===== src/rtl/fetch_pkg.sv =====
// Shared types and default sizes for the instruction-fetch front end.
package fetch_pkg;
  localparam int DEF_PC_W  = 9;
  localparam int DEF_INS_W = 32;
  localparam int DEF_DEPTH = 4;
  localparam int PTR_W     = $clog2(DEF_DEPTH);

  typedef struct packed {
    logic [DEF_PC_W-1:0]  pc;
    logic [DEF_INS_W-1:0] instr;
  } fetch_entry_t;
endpackage


===== src/rtl/fetch_fifo.sv =====
// Prefetch queue: synchronous FIFO with flush, occupancy count and combinational head.
module fetch_fifo
  import fetch_pkg::*;
#(
  parameter int  DEPTH   = DEF_DEPTH,
  parameter type entry_t = fetch_entry_t
) (
  input  logic                   clk,
  input  logic                   reset,
  input  logic                   push,
  input  entry_t                 push_data,
  input  logic                   pop,
  input  logic                   flush,
  output entry_t                 head,
  output logic [$clog2(DEPTH):0] count
);
  localparam int AW = $clog2(DEPTH);

  entry_t         mem [DEPTH];
  logic [AW-1:0]  wr_ptr, rd_ptr;
  logic           do_pop, do_push;

  assign do_pop  = pop & (count != '0);
  assign do_push = push & ~flush;

  always_ff @(posedge clk) begin
    if (reset || flush) begin
      wr_ptr <= '0;
      rd_ptr <= '0;
      count  <= '0;
    end else begin
      if (do_push) wr_ptr <= wr_ptr + 1'b1;
      if (do_pop)  rd_ptr <= rd_ptr + 1'b1;
      count <= count + (AW+1)'(do_push) - (AW+1)'(do_pop);
    end
  end

  always_ff @(posedge clk) begin
    if (!reset && do_push) mem[wr_ptr] <= push_data;
  end

  assign head = (count != '0) ? mem[rd_ptr] : '0;

  // The issue credit upstream must make this unreachable.
  a_no_push_full: assert property (@(posedge clk) disable iff (reset)
    !(do_push && count == (AW+1)'(DEPTH)));
endmodule


===== src/rtl/fetch_queue_unit.sv =====
// Fetch front end: owns the PC, issues 1-cycle imem requests and queues {pc,instr} for decode.
module fetch_queue_unit
  import fetch_pkg::*;
#(
  parameter int              PC_W     = DEF_PC_W,
  parameter int              INS_W    = DEF_INS_W,
  parameter int              DEPTH    = DEF_DEPTH,
  parameter logic [PC_W-1:0] RESET_PC = '0,
  parameter logic [PC_W-1:0] PC_STEP  = PC_W'(4)
) (
  input  logic                   clk,
  input  logic                   reset,
  input  logic                   redirect_valid,
  input  logic [PC_W-1:0]        redirect_pc,
  input  logic                   halt,
  output logic                   imem_req,
  output logic [PC_W-1:0]        imem_addr,
  input  logic [INS_W-1:0]       imem_rdata,
  output logic                   out_valid,
  input  logic                   out_ready,
  output logic [PC_W-1:0]        out_pc,
  output logic [INS_W-1:0]       out_instr,
  output logic [$clog2(DEPTH):0] q_count,
  output logic                   halted
);
  localparam int CW = $clog2(DEPTH);

  logic [PC_W-1:0] fetch_pc, imem_addr_q;
  logic            inflight, kill, halted_q;
  logic [CW+1:0]   occ;
  logic            credit, push, pop;
  fetch_entry_t    push_data, head;
  logic            unused_bits;

  assign unused_bits = ^redirect_pc[1:0];

  // An outstanding request already owns a slot, so count it against the queue.
  assign occ      = (CW+2)'(q_count) + (CW+2)'(inflight);
  assign credit   = occ < (CW+2)'(DEPTH);
  assign imem_req = ~reset & ~halt & ~redirect_valid & credit;
  assign imem_addr = fetch_pc;

  always_ff @(posedge clk) begin
    if (reset) begin
      fetch_pc    <= RESET_PC;
      imem_addr_q <= '0;
      inflight    <= 1'b0;
      kill        <= 1'b0;
      halted_q    <= 1'b0;
    end else begin
      if (redirect_valid)  fetch_pc <= {redirect_pc[PC_W-1:2], 2'b00};
      else if (imem_req)   fetch_pc <= fetch_pc + PC_STEP;
      if (imem_req) imem_addr_q <= fetch_pc;
      inflight <= imem_req;
      kill     <= redirect_valid;
      halted_q <= halt & ~inflight;
    end
  end

  assign push            = inflight & ~kill & ~redirect_valid;
  assign pop             = out_valid & out_ready;
  assign push_data.pc    = imem_addr_q;
  assign push_data.instr = imem_rdata;

  fetch_fifo #(.DEPTH(DEPTH), .entry_t(fetch_entry_t)) u_fifo (
    .clk       (clk),
    .reset     (reset),
    .push      (push),
    .push_data (push_data),
    .pop       (pop),
    .flush     (redirect_valid),
    .head      (head),
    .count     (q_count)
  );

  assign out_valid = (q_count != '0) & ~redirect_valid;
  assign out_pc    = head.pc;
  assign out_instr = head.instr;
  assign halted    = halted_q;
endmodule

===== config.mk =====
export PLATFORM = sky130hd
export DESIGN_NAME = fetch_queue_unit
export DESIGN_NICKNAME = d
export VERILOG_FILES = /design/src/rtl/fetch_pkg.sv /design/src/rtl/fetch_fifo.sv /design/src/rtl/fetch_queue_unit.sv
export SDC_FILE = /design/constraint.sdc
export NUM_CORES = 1
export LEC_CHECK = 0
export CAP_MARGIN = 20
export CORE_ASPECT_RATIO = 0.7
export CORE_MARGIN = 10
export CORE_UTILIZATION = 55
export CTS_CLUSTER_DIAMETER = 50
export CTS_CLUSTER_SIZE = 20
export DETAILED_ROUTE_END_ITERATION = 10
export DONT_BUFFER_PORTS = 1
export PLACE_DENSITY_LB_ADDON = 0.3
export SLEW_MARGIN = 0
export SYNTH_ARGS = -nofsm -noshare
export SYNTH_HDL_FRONTEND = slang
export SYNTH_SLANG_ARGS = --single-unit

===== constraint.sdc =====
create_clock -name clk -period 3.09 [get_ports clk]
set_input_delay 0.1545 -clock clk [delete_from_list [all_inputs] [get_ports clk]]
set_output_delay 0.1545 -clock clk [all_outputs]
set_load 0.01 [all_outputs]

# Word level (Yosys, flattened, before mapping)
# Memories as Yosys holds them, arrays and structs flattened. A register that Yosys moved wholly into a read port is not among the register bits.
# Index checks and enable logic that the tools add are counted.
# totals
register_bits	28
elab_cells	45
mem_count	1
ramBits	164
output_inout_bits	56
inputBits	46
# classes
n_mux	7
reduce_logical	6
n_lt_le_gt_ge	1
n_addsub	6
bitwise	15
# mem_list
memory	depth	word_bits	read_ports	rd_ports_with_merged_regs	wr	line	text
u_fifo.mem	4	41	1	1	1	fetch_fifo.sv:19	entry_t mem [DEPTH];
# op_table
operator	n
$mux W41	1
$mux W9	2
$and A1 B1 Y1	10
$add A9 B3 Y9 const B	1
$not A1 Y1	5
$add A2 B1 Y2 const B	2
$add A3 B1 Y4	1
$lt A4 B3 Y1 const B	1
$mux W2	2
$add A3 B1 Y3	1
$reduce_bool A3 Y1	1
$sub A3 B1 Y3	1
$mux W1	2
$reduce_bool A2 Y1	1
$reduce_or A2 Y1	1
$logic_and A1 B1 Y1	1
$logic_not A1 Y1	1
$logic_or A1 B1 Y1	1

# Longest topological paths before layout
# logic_depth
word_depth	7
ltp_mapped	10
ltp_nobuf	9

# Modules after synthesis
# A second synthesis with hierarchy kept.
# hier_totals
hier_cells	404
area_unflattened_um2	7504.7
# modules_own_cells
module	seq_area_each_um2	instances	area_per_inst_um2	cells_per_inst
fetch_fifo	5104.9	1	6727.7	307
fetch_queue_unit	340.3	1	777.0	97

# Worst setup path before layout
# No wires, ideal clock.
# synth_path
path_type	register to register
from	reg u_fifo.count[2]
to	reg u_fifo.count[2]
path_slack_ns	0.802
stages_incl_launch_ff	11
period_less_slack_ns	2.288
required_time_ns	2.962
setup_ns	0.128
arrival_time_ns	2.161
n_path_buf	1
cell_sequence	dfxtp_1 -> or3_2 -> clkbuf_1 -> nand2_1 -> nor2_1 -> ha_1 -> inv_1 -> ha_1 -> fa_1 -> xor2_1 -> nor2_1
# synth_via
elab_chain_len	5
elab_cells_between_ends	6
classes_between	add/sub: 2; bitwise: 3; reduce/logical: 1
# synth_lines
element	line	text
from (decl)	fetch_fifo.sv:15	output logic [$clog2(DEPTH):0] count
from (signal assigned)	fetch_fifo.sv:34	count <= count + (AW+1)'(do_push) - (AW+1)'(do_pop);
$reduce_bool A3 Y1 (*)	fetch_fifo.sv:23, fetch_queue_unit.sv:76	
$and A1 B1 Y1	fetch_queue_unit.sv:76	assign out_valid = (q_count != '0) & ~redirect_valid;
$and A1 B1 Y1	fetch_queue_unit.sv:61	assign pop = out_valid & out_ready;
$and A1 B1 Y1 (*)	fetch_fifo.sv:23	assign do_pop = pop & (count != '0);
via u_fifo.do_pop	fetch_fifo.sv:21	logic do_pop, do_push;
$sub A3 B1 Y3 (*)	fetch_fifo.sv:34	
# The timed path passes the listed nets; every way through them passes the cells marked *.
# A chain may end at the register's enable or synchronous reset.

# Worst setup path after layout
# layout_path
from	reg u_fifo.count[1]
to	out imem_req
# layout_via
elab_chain_len	3
# layout_lines
element	line	text
$add A3 B1 Y4	fetch_queue_unit.sv:38	assign occ = (CW+2)'(q_count) + (CW+2)'(inflight);
$lt A4 B3 Y1	fetch_queue_unit.sv:39	assign credit = occ < (CW+2)'(DEPTH);
$and A1 B1 Y1	fetch_queue_unit.sv:40	assign imem_req = ~reset & ~halt & ~redirect_valid & credit;
to (decl)	fetch_queue_unit.sv:16	output logic imem_req,
# Every way passes these cells.

==> impl_metrics.toml <==
[routing]
drc = 0
drt_iter0_markers = 298
vias = 3661
wl_per_cell_um = 22.3
first_pass_iters = 5
via_per_inst = 5.86
drt.antenna.violating_nets = 0
routed_wl_mm = 13.9

[pwr]
combPwrFrac = 0.027
power_frac_seq = 0.536
p_leak_nw = 2.80
internal-power_mw = 3.98
switching_share = 0.211
pwr-share-clk = 0.436
powerDensity_mw_per_mm2 = 600
ir_drop_v = 0.000471
p_sw_mw = 1.06

[place]
gp_congestion = 0.774
place_area_mm2 = 0.00735
pre_cts_ws_ns = 0.830
dp.cells = 549
hpwl_mm = 8.01
io_buffer_count = 0

[global_route]
gr-usage-all-layers = 0.158
grt_overflow_total = 0
grt_pass1_wl_mm = 21.9
grt_max_degree = 42
grt_pass1_vias = 3806
grt_antenna_before_repair = 1

[timing]
fmax_mhz = 432
period_minus_slack_ns = 2.32
finalClockSkew_ns = 0.0102
fin_ws_ns = 0.773
rsz0062_at_grt = "false"
setup_viol = 0
setup_tns_ns = 0
drv_slew = 0
hold_viol_final = 0
tightestPinTransition_ns = 0.647
relSlewSlack = 0.567
period_share = 0.750

[finish]
layout.nets = 504
area_growth_pct = 17.0
drive_gt1_frac = 0.193
final_area_mm2 = 0.00840
fin_cells = 625

[clocking]
cts_resized = 0
cts_num_sinks = 182
cts-htree-levels = 4
root_buffer = "clkbuf_16"
cts-hold-fix-buffers = 43
post_cts_buffers = 0
numCtsBuffers = 17
clk_latency_ns = 0.41
clkTransAtPathRegs_ns = 0.07
cts_tree = "done"
clk_path_buf_depth = 2

[floorplanning]
start_util = 0.570
core_area_mm2 = 0.0126
std_cell_rows = 34
die_h_um = 116
chipWidth_um = 157
io-pin-count = 102
dieArea_mm2 = 0.0181

[synthesis]
synthArstFlopShare = 0
yosys_warnings = 0
avgSynthCellArea_um2 = 17.9
yosysSeqAreaShare = 0.725
postSynthCellCount = 401
synth.most_common_cell = "edfxtp_1"
ys_ff_latch = 182
synth_flop_cell = "edfxtp_1"
syn_area_mm2 = 0.00717
synth_edf_count = 156
synthTopCellsByArea = "edfxtp_1, mux4_2, dfxtp_1"
synth_top_area_cell = "edfxtp_1"
synth_top_area_frac = 0.653
synthDistinctLibCells = 39
synth_common_cells = "edfxtp_1, and2_1, mux4_2"

[worst_setup_path]
cp_max_fo = 14
critPathRequiredTime_ns = 2.94
start_kind = "flip-flop"
endpoint_kind = "primary output"
crit_arrival_ns = 2.16
path_class = "flip-flop to primary output"

[run_status]
status = "finished clean"

[worst_hold_path]
hold_class = "input port to flip-flop"

[run]
drv_cap = 0
-- path summary, 6_finish.rpt --
check                  startpoint                 to  slack [ns]  cells past startpoint
hold / removal     redirect_valid     imem_addr_q[4]       0.009                      2
setup / recovery  u_fifo.count[1]           imem_req        0.77                      4
setup reg to reg  u_fifo.count[2]    u_fifo.count[2]        0.82                      9
hold reg to reg    imem_addr_q[3]  u_fifo.mem[1][35]        0.50                      0
-- cell usage in the layout (no fill, tap or decap), drive strengths merged, types with 5 or more instances in the layout --
| cell type | n |
|---|---|
| dfxtp | 26 |
| and3 | 5 |
| buf | 8 |
| nor2 | 18 |
| nand2 | 5 |
| and2 | 43 |
| ha | 8 |
| nand3 | 14 |
| inv | 15 |
| dlygate4sd3 | 43 |
| clkbuf | 17 |
| a21oi | 8 |
| edfxtp | 156 |
| o21ai | 10 |
| mux4 | 39 |
-- power by group through the flow --
stage / Clock (mW) / Sequential [mW] / Combinational, mW
final: 2.20 / 2.70 / 0.138
after global routing: 2.34 / 2.70 / 0.153
after CTS: 2.24 / 2.70 / 0.138
after detailed placement: 0 / 2.76 / 0.0722
after global placement: 0 / 2.76 / 0.0698
after floorplan: 0 / 2.75 / 0.0642
-- area by class of cell --
type	count	area, um^2
clock inverter	15	189
fill	845	4200
inverter	7	26.3
sequential	182	5210
clock buffer	17	425
tap	162	203
antenna	1	2.50
timing repair buffer	51	503
multi-input combinational	190	1840
-- kinds of logic after synthesis --
group	count (synthesis)	share of synthesized area
flops	182	0.725
simple gates	100	0.0778
mux	39	0.122
compound gates	33	0.0305
buf+inv	32	0.0204
fa+ha+maj	9	0.0167
xor+xnor	5	0.00611
other cells	1	0.000523
-- routing by layer --
metal,global-route usage,vias up,share of wire
met5,0,-,0
met4,0.0414,0,0.0087
met3,0.0603,12,0.085
met2,0.252,136,0.48
met1,0.200,1855,0.42
li1,-,1658,-
-- critical path: stages (launching register included) --
cell	delay, ns
dfxtp_1	0.52
ha_1	0.27
and3b_2	0.24
a22oi_2	0.54
nor2_1	0.18
-- flip-flops by register name (all words and copies together) (netlist names), named ones only --
name and count:
halted 1, imem_addr 7, imem_addr_q 7, inflight 1
kill 1, u_fifo.count 3, u_fifo.mem 156, u_fifo.rd_ptr 2
u_fifo.wr_ptr 2
-- stage by stage --
stage / total power, mW / utilization / hold slack (ns)
final: 5.04 / 0.667 / 0.00860
after global routing: 5.20 / 0.667 / 0.0323
after CTS: 5.08 / 0.667 / 0.00425
after detailed placement: 2.83 / 0.584 / 0.229
after global placement: 2.83 / 0.584 / 0.227
after floorplan: 2.81 / - / 0.227
Power figures use the tool's default switching activity.
